## src/rtl/zcps_pkg.sv

```systemverilog
// Shared types and default-width constants for the zero-count packet statistics block.
package zcps_pkg;

  typedef enum logic [1:0] {
    IDLE  = 2'd0,
    ACCUM = 2'd1,
    OUT   = 2'd2
  } state_t;

  localparam int DEF_DATA_W    = 8;
  localparam int DEF_MAX_BYTES = 16;
  localparam int ZC_W          = $clog2(DEF_DATA_W + 1);
  localparam int TOT_W         = $clog2(DEF_DATA_W * DEF_MAX_BYTES + 1);
  localparam int BYTE_W        = $clog2(DEF_MAX_BYTES + 1);

endpackage

```

## src/rtl/zero_popcount.sv

```systemverilog
// Combinational count of zero bits in one data beat (0..DATA_W).
module zero_popcount #(
  parameter int DATA_W = 8,
  localparam int ZC_W = $clog2(DATA_W + 1)
) (
  input  logic [DATA_W-1:0] data,
  output logic [ZC_W-1:0]   zero_cnt
);

  always_comb begin
    zero_cnt = '0;
    for (int i = 0; i < DATA_W; i++) begin
      zero_cnt = zero_cnt + ZC_W'(!data[i]);
    end
  end

endmodule

```

## src/rtl/zero_count_packet_stats.sv

```systemverilog
// Per-packet zero-bit statistics over a valid/ready byte stream framed by in_last.
// Optional macro ZCPS_PARITY_EN adds out_parity (XOR of accumulated data bits).
module zero_count_packet_stats #(
  parameter int DATA_W    = 8,
  parameter int MAX_BYTES = 16,
  localparam int ZC_W   = $clog2(DATA_W + 1),
  localparam int TOT_W  = $clog2(DATA_W * MAX_BYTES + 1),
  localparam int BYTE_W = $clog2(MAX_BYTES + 1)
) (
  input  logic              clk,
  input  logic              rst,
  input  logic              in_valid,
  output logic              in_ready,
  input  logic [DATA_W-1:0] in_data,
  input  logic              in_last,
  output logic              out_valid,
  input  logic              out_ready,
  output logic [TOT_W-1:0]  out_zeros,
  output logic [BYTE_W-1:0] out_bytes,
  output logic [ZC_W-1:0]   out_max,
  output logic              out_ovf
`ifdef ZCPS_PARITY_EN
  ,
  output logic              out_parity
`endif
);
  import zcps_pkg::*;

  state_t state_q, state_d;

  logic [ZC_W-1:0]   zc;
  logic              accept;
  logic              sat;

  logic [TOT_W-1:0]  acc_zeros_q, acc_zeros_d;
  logic [BYTE_W-1:0] acc_bytes_q, acc_bytes_d;
  logic [ZC_W-1:0]   acc_max_q,   acc_max_d;
  logic              acc_ovf_q,   acc_ovf_d;

  logic [TOT_W-1:0]  res_zeros_q, res_zeros_d;
  logic [BYTE_W-1:0] res_bytes_q, res_bytes_d;
  logic [ZC_W-1:0]   res_max_q,   res_max_d;
  logic              res_ovf_q,   res_ovf_d;

`ifdef ZCPS_PARITY_EN
  logic              acc_par_q, acc_par_d;
  logic              res_par_q, res_par_d;
`endif

  zero_popcount #(.DATA_W(DATA_W)) u_zero_popcount (
    .data     (in_data),
    .zero_cnt (zc)
  );

  assign in_ready = (state_q != OUT);
  assign accept   = in_valid & in_ready;
  assign sat      = (acc_bytes_q == BYTE_W'(MAX_BYTES));

  always_comb begin
    state_d     = state_q;
    acc_zeros_d = acc_zeros_q;
    acc_bytes_d = acc_bytes_q;
    acc_max_d   = acc_max_q;
    acc_ovf_d   = acc_ovf_q;
    res_zeros_d = res_zeros_q;
    res_bytes_d = res_bytes_q;
    res_max_d   = res_max_q;
    res_ovf_d   = res_ovf_q;
`ifdef ZCPS_PARITY_EN
    acc_par_d   = acc_par_q;
    res_par_d   = res_par_q;
`endif

    case (state_q)
      IDLE: begin
        // First beat of a packet loads the accumulators rather than adding.
        if (accept) begin
          acc_zeros_d = TOT_W'(zc);
          acc_bytes_d = BYTE_W'(1);
          acc_max_d   = zc;
          acc_ovf_d   = 1'b0;
`ifdef ZCPS_PARITY_EN
          acc_par_d   = ^in_data;
`endif
          state_d     = in_last ? OUT : ACCUM;
        end
      end
      ACCUM: begin
        if (accept) begin
          if (sat) begin
            acc_ovf_d = 1'b1;
          end else begin
            acc_zeros_d = acc_zeros_q + TOT_W'(zc);
            acc_bytes_d = acc_bytes_q + BYTE_W'(1);
            acc_max_d   = (zc > acc_max_q) ? zc : acc_max_q;
`ifdef ZCPS_PARITY_EN
            acc_par_d   = acc_par_q ^ (^in_data);
`endif
          end
          if (in_last) begin
            state_d = OUT;
          end
        end
      end
      OUT: begin
        if (out_ready) begin
          state_d = IDLE;
        end
      end
      default: state_d = IDLE;
    endcase

    // Result registers are only touched on the transition into OUT.
    if (accept && in_last) begin
      res_zeros_d = acc_zeros_d;
      res_bytes_d = acc_bytes_d;
      res_max_d   = acc_max_d;
      res_ovf_d   = acc_ovf_d;
`ifdef ZCPS_PARITY_EN
      res_par_d   = acc_par_d;
`endif
    end
  end

  always_ff @(posedge clk) begin
    if (rst) begin
      state_q     <= IDLE;
      acc_zeros_q <= '0;
      acc_bytes_q <= '0;
      acc_max_q   <= '0;
      acc_ovf_q   <= 1'b0;
      res_zeros_q <= '0;
      res_bytes_q <= '0;
      res_max_q   <= '0;
      res_ovf_q   <= 1'b0;
`ifdef ZCPS_PARITY_EN
      acc_par_q   <= 1'b0;
      res_par_q   <= 1'b0;
`endif
    end else begin
      state_q     <= state_d;
      acc_zeros_q <= acc_zeros_d;
      acc_bytes_q <= acc_bytes_d;
      acc_max_q   <= acc_max_d;
      acc_ovf_q   <= acc_ovf_d;
      res_zeros_q <= res_zeros_d;
      res_bytes_q <= res_bytes_d;
      res_max_q   <= res_max_d;
      res_ovf_q   <= res_ovf_d;
`ifdef ZCPS_PARITY_EN
      acc_par_q   <= acc_par_d;
      res_par_q   <= res_par_d;
`endif
    end
  end

  assign out_valid  = (state_q == OUT);
  assign out_zeros  = res_zeros_q;
  assign out_bytes  = res_bytes_q;
  assign out_max    = res_max_q;
  assign out_ovf    = res_ovf_q;
`ifdef ZCPS_PARITY_EN
  assign out_parity = res_par_q;
`endif

endmodule

```

## config.mk

```make
export PLATFORM = sky130hd
export DESIGN_NAME = zero_count_packet_stats
export DESIGN_NICKNAME = d
export VERILOG_FILES = /design/src/rtl/zcps_pkg.sv /design/src/rtl/zero_popcount.sv /design/src/rtl/zero_count_packet_stats.sv
export SDC_FILE = /design/constraint.sdc
export NUM_CORES = 1
export LEC_CHECK = 0
export CORE_ASPECT_RATIO = 1.4
export CORE_MARGIN = 2
export CORE_UTILIZATION = 45
export DETAILED_ROUTE_END_ITERATION = 16
export PLACE_DENSITY = 0.68
export SLEW_MARGIN = 0
export SYNTH_ARGS = -nofsm -noshare
export SYNTH_HDL_FRONTEND = slang
export SYNTH_SLANG_ARGS = --single-unit
```

## constraint.sdc

```tcl
create_clock -name clk -period 6.1 [get_ports clk]
set_input_delay 1.83 -clock clk [delete_from_list [all_inputs] [get_ports clk]]
set_output_delay 1.83 -clock clk [all_outputs]
set_load 0.03 [all_outputs]
```

# After elaboration in Yosys (flattened, before gate mapping)
# Index checks and enable logic that the tools add are counted.
[classes]
bitwise = 1
reduce_logical = 11
eq_ne = 8
n_addsub = 9
n_lt_le_gt_ge = 1
muxes = 23
[ops]
columns = ["operator", "count"]
rows = [
  ["4-bit by 1-bit adder with 4-bit output", 6],
  ["8-bit two-way mux", 3],
  ["4-bit two-way mux", 4],
  ["8-bit one-hot mux with 2 select lines", 1],
  ["5-bit two-way mux", 3],
  ["2-bit two-way mux", 5],
  ["5-bit one-hot mux with 2 select lines", 1],
  ["8-bit by 4-bit adder with 8-bit output", 1],
  ["1-bit logical NOT", 8],
  ["2-bit inequality test, second input constant", 4],
  ["4-bit one-hot mux with 2 select lines", 1],
  ["2-bit one-hot mux with 3 select lines", 1],
  ["5-bit by 1-bit adder with 5-bit output, second input constant", 1],
  ["5-bit equality test, second input constant", 1],
  ["4-bit > comparator", 1],
  ["4-bit AND reduction", 1],
  ["1-bit two-way mux", 3],
  ["1-bit by 1-bit adder with 2-bit output", 1],
  ["2-bit by 1-bit equality test with 1-bit output, second input constant", 1],
  ["2-bit equality test, second input constant", 1],
  ["2-bit logical NOT", 1],
  ["2-bit by 1-bit inequality test with 1-bit output, second input constant", 1],
  ["1-bit one-hot mux with 2 select lines", 1],
  ["1-bit AND", 1],
  ["1-bit logical AND", 1],
]
[totals]
in_bits = 13
output_inout_bits = 20
register_bits = 38

# Longest topological paths before layout
[logic_depth]
word_depth = 13
ltp_mapped = 13

# Hierarchy
# A second synthesis with hierarchy kept.
[hier_totals]
cells_unflattened = 247
area_unflattened_um2 = 2147.1
[modules_own_cells]
columns = ["mod", "area_each_um2", "cells_per_inst", "n_inst"]
rows = [
  ["zero_count_packet_stats", 1968.1, 226, 1],
  ["zero_popcount", 178.9, 21, 1],
]

# Worst setup path after synthesis
# Ideal clock, no wire load.
[synth_path]
kind = "in2reg"
from = "in in_data[0]"
to = "reg res_zeros_q[4], in the netlist out_zeros[4]"
n_path_buf = 0
setup_time_ps = 74
setup_slack_ps = 632
arrival_ps = 5394
cell_stages = 13
t_required_ps = 6026
cell_sequence = "inv_1 ha_1 fa_1 fa_1 fa_1 fa_1 inv_1 fa_1 and2b_1 o21ai_0 a21oi_1 mux2_2 a31oi_1"
[synth_via]
elab_chain_len = 12
[synth_rtl]
columns = ["element", "line_no", "source"]
rows = [
  ["from (decl)", "zero_count_packet_stats.sv:14", "input logic [DATA_W-1:0] in_data,"],
  ["1-bit logical NOT", "zero_popcount.sv:13", "zero_cnt = zero_cnt + ZC_W'(!data[i]);"],
  ["1-bit by 1-bit adder with 2-bit output", "zero_popcount.sv:13", ""],
  ["4-bit by 1-bit adder with 4-bit output (6 in a row)", "zero_popcount.sv:13", ""],
  ["8-bit by 4-bit adder with 8-bit output", "zero_count_packet_stats.sv:93", "acc_zeros_d = acc_zeros_q + TOT_W'(zc);"],
  ["8-bit two-way mux", "zero_count_packet_stats.sv:90", "if (sat) begin"],
  ["8-bit two-way mux", "zero_count_packet_stats.sv:89", "if (accept) begin"],
  ["8-bit one-hot mux with 2 select lines", "zero_count_packet_stats.sv:74", "case (state_q)"],
  ["to (signal assigned)", "zero_count_packet_stats.sv:146", "res_zeros_q <= res_zeros_d;"],
  ["to (decl)", "zero_count_packet_stats.sv:40", "logic [TOT_W-1:0] res_zeros_q, res_zeros_d;"],
]
# No other way between the ends.
# A chain may end at the register's enable or synchronous reset.

# Final worst setup path
[layout_path]
from = "in in_data[0]"
to = "reg res_max_q[1], in the netlist out_max[1]"
[layout_via]
elab_chain_len = 13
word_cells_on_any_way = 14
cone_classes = "7 x add/sub; 1 x order compare; 5 x mux; 1 x reduce/logical"
[layout_rtl]
columns = ["element", "line_no", "source"]
rows = [
  ["1-bit logical NOT (*)", "zero_popcount.sv:13", ""],
  ["1-bit by 1-bit adder with 2-bit output (*)", "zero_popcount.sv:13", ""],
  ["4-bit by 1-bit adder with 4-bit output (*) (6 in a row)", "zero_popcount.sv:13", ""],
  ["4-bit > comparator", "zero_count_packet_stats.sv:95", "acc_max_d = (zc > acc_max_q) ? zc : acc_max_q;"],
  ["4-bit two-way mux", "zero_count_packet_stats.sv:95", ""],
  ["4-bit two-way mux", "zero_count_packet_stats.sv:90", ""],
  ["4-bit two-way mux", "zero_count_packet_stats.sv:89", ""],
  ["4-bit one-hot mux with 2 select lines (*)", "zero_count_packet_stats.sv:74", ""],
  ["to (signal assigned)", "zero_count_packet_stats.sv:148", "res_max_q <= res_max_d;"],
  ["to (decl)", "zero_count_packet_stats.sv:42", "logic [ZC_W-1:0] res_max_q, res_max_d;"],
]
# Mark *: on every way between the ends. The rest lies on a longest branch, timed or not.

==> impl_metrics.env <==
export IMPL_outcome="finished clean"
export IMPL_vias_per_cell=5.671
export IMPL_h_tree_depth=2
export IMPL_fmax_mhz=173.3
export IMPL_setup_tns_ns=0
export IMPL_postSynthAreaPerCell_um2=8.962
export IMPL_relSlewSlack=0.4151
export IMPL_critPathArrivalTime_ns=5.91
export IMPL_vias=1928
export IMPL_io_pins=33
export IMPL_grtUsageTotal=0.1997
export IMPL_p_leak_nw=1.068
export IMPL_nets=306
export IMPL_fin_crit_sh=0.9459
export IMPL_drt_first_pass_iters=5
export IMPL_syn_area_mm2=0.002205
export IMPL_die_w_um=63.16
export IMPL_antenna_found_initial=0
export IMPL_port_buffers=32
export IMPL_clock_latency_ns=0.29
export IMPL_n_fill_cell=464
export IMPL_post_drt_wl_per_cell_um=15.26
export IMPL_tightest_slew_ns=0.8762
export IMPL_ir_worst_vdd_mv=0.1860
export IMPL_drive_above_1_share=0.1123
export IMPL_hpwl_mm=3.606
export IMPL_clkSinkCount=38
export IMPL_cts_hold_buf=0
export IMPL_rsz0062_at_grt="false"
export IMPL_setup_viol=0
export IMPL_gp_congestion=0.8353
export IMPL_synth_seq_cells=38
export IMPL_fp_dieH_um=86.82
export IMPL_required_ns=6.24
export IMPL_synth_nets=277
export IMPL_drv_slew=0
export IMPL_worstSetupPathType="primary input to register"
export IMPL_numCtsBuffers=5
export IMPL_ys_seq_area_frac=0.3451
export IMPL_cap_violations=0
export IMPL_synth_warnings=0
export IMPL_end_kind="register"
export IMPL_multi_input_area_mm2=0.001274
export IMPL_synth_flop_cell="dfxtp_1"
export IMPL_syn2layout_area_growth_pct=21.68
export IMPL_synth_edf_count=0
export IMPL_root_buffer="clkbuf_8"
export IMPL_start_util=0.4625
export IMPL_grt_pass1_wl_mm=8.542
export IMPL_num_rows=30
export IMPL_period_needed_ns=5.770
export IMPL_async_reset_ff_frac=0
export IMPL_path_clk_slew_ns=0.07
export IMPL_diodes=0
export IMPL_grt_pass1_vias=1857
export IMPL_cts_resized=0
export IMPL_antenna_left=0
export IMPL_grt_remaining_overflow=0
export IMPL_routed_wl_mm=5.188
export IMPL_skew_ns=0.006586
export IMPL_min_path_type="register to register"
export IMPL_hold_violations=0
export IMPL_cts_setup_buffers=0
export IMPL_regArea_um2=760.7
export IMPL_start_kind="primary input"
export IMPL_p_total_mw=0.8247
export IMPL_power_density_mw_per_mm2=307.4
export IMPL_cts_tree="yes"
export IMPL_cts_buffer_depth=2
export IMPL_syn_inst=246
export IMPL_cp_max_fo=4
export IMPL_die_area_mm2=0.005483
export IMPL_core_mm2=0.004767
export IMPL_drtIter0Drc=92
export IMPL_grt_max_degree=35
export IMPL_ys_types=54
export IMPL_drc_errors=0
## cells in the final DEF, fill, tap and decap left out, types with 3 or more instances in the layout
master / count
dfxtp_1: 38
clkdlybuf4s50_1: 32
nor2_1: 24
a21oi_1: 21
inv_1: 20
o21ai_0: 17
ha_1: 13
nand3_1: 11
nand2_1: 8
a31oi_1: 8
nor3_1: 7
clkbuf_8: 6
fa_1: 5
nor2b_1: 4
a21o_1: 4
a211oi_1: 4
buf_4: 4
nand4_1: 3
a221oi_2: 3
## cell usage after synthesis, types with 2 or more instances
cell | instances | area, um^2
a221oi_2 | 3 | 45.04
a31oi_1 | 8 | 50.05
nor2_1 | 24 | 90.09
ha_1 | 13 | 162.7
o21ai_0 | 17 | 85.08
nor2b_1 | 4 | 25.02
nand3_1 | 11 | 55.05
nand2_1 | 8 | 30.03
inv_1 | 20 | 75.07
buf_4 | 2 | 15.01
nand4_1 | 3 | 18.77
dfxtp_1 | 38 | 760.7
clkbuf_1 | 4 | 15.01
nand2_2 | 2 | 12.51
mux2_4 | 2 | 30.03
buf_2 | 3 | 15.01
buf_6 | 4 | 45.04
a21o_1 | 4 | 30.03
nand3b_1 | 2 | 15.01
o211ai_1 | 2 | 15.01
a21oi_1 | 21 | 105.1
a22oi_1 | 2 | 15.01
fa_1 | 5 | 100.1
a22o_1 | 2 | 17.52
a211oi_2 | 2 | 25.02
and2b_1 | 2 | 15.01
a211oi_1 | 4 | 30.03
a211o_1 | 2 | 17.52
nor3_1 | 7 | 35.03
## cell families (layout without fill, tap and decap cells)
logic type                 after synthesis  count (layout)  synth area share
muxes                                    5               5           0.02838
AOI/OAI and AO/OA                       78              78            0.2406
and+or+nand+nor                         71              71            0.1816
adders and majority gates               18              18            0.1192
DFF                                     38              38            0.3451
buffers and inverters                   34              64           0.07717
xor gates and xnor gates                 2               2          0.007947
## power breakdown
group          internal, mW  switching (mW)  total (mW)
registers             0.268          0.0177       0.286
clock network         0.174          0.0916       0.266
logic                 0.119           0.154       0.273
## path summary, 6_finish.rpt
path	from	endpoint	slack [ns]	cells past startpoint
max reg2reg	state_q[0]	out_zeros[7]	3.83	5
min reg2reg	out_max[2]	out_max[2]	0.50	2
min	out_max[2]	out_max[2]	0.50	2
max	in_data[0]	out_max[1]	0.33	14
## layout make-up
cell class / instances / share of cell area
Timing Repair Buffer: 36 / 0.1306
Tap cell: 64 / 0.02985
Sequential cell: 38 / 0.2836
Multi-Input combinational cell: 174 / 0.4748
Inverter: 20 / 0.02799
Clock inverter: 2 / 0.02239
Clock buffer: 6 / 0.03078
## critical path, stage by stage
cell and delay, ns:
clkdlybuf4s50_1 0.45, inv_1 0.04, ha_1 0.29, fa_1 0.50, fa_1 0.43, fa_1 0.41
fa_1 0.46, buf_4 0.17, ha_1 0.31, nor2b_1 0.15, o211ai_1 0.25, a211oi_2 0.15
o21ai_0 0.34, a31oi_1 0.14
## registers in the layout, indices dropped and copies added, names as in the netlist
| name | count |
|---|---|
| out_max | 4 |
| acc_zeros_q | 8 |
| out_zeros | 8 |
| out_bytes | 5 |
| state_q | 2 |
| out_ovf | 1 |
| acc_max_q | 4 |
| acc_bytes_q | 5 |
| acc_ovf_q | 1 |
## stage by stage
stage	cell area (um^2)	utilization	hold WS, ns	setup slack, ns	cells
2_1_floorplan	2205	-	0.4717	0.6317	246
3_3_place_gp	2540	0.5328	0.4754	0.1096	332
3_5_place_dp	2540	0.5328	0.4855	0.07527	332
4_1_cts	2683	0.5627	0.4988	0.3885	340
5_1_grt	2683	0.5627	0.5285	0.1780	340
6_report	2683	0.5627	0.4977	0.3300	340
## routing by layer
layer	up-vias	global-route usage	share of wire	wire length, um
met1	919	0.2300	0.42	2166
li1	943	-	-	-
met5	-	0	0	0
met2	55	0.3511	0.51	2644
met4	0	0.09495	0.027	142
met3	11	0.04286	0.045	235
No activity file was read; power rests on OpenSTA's default activity.
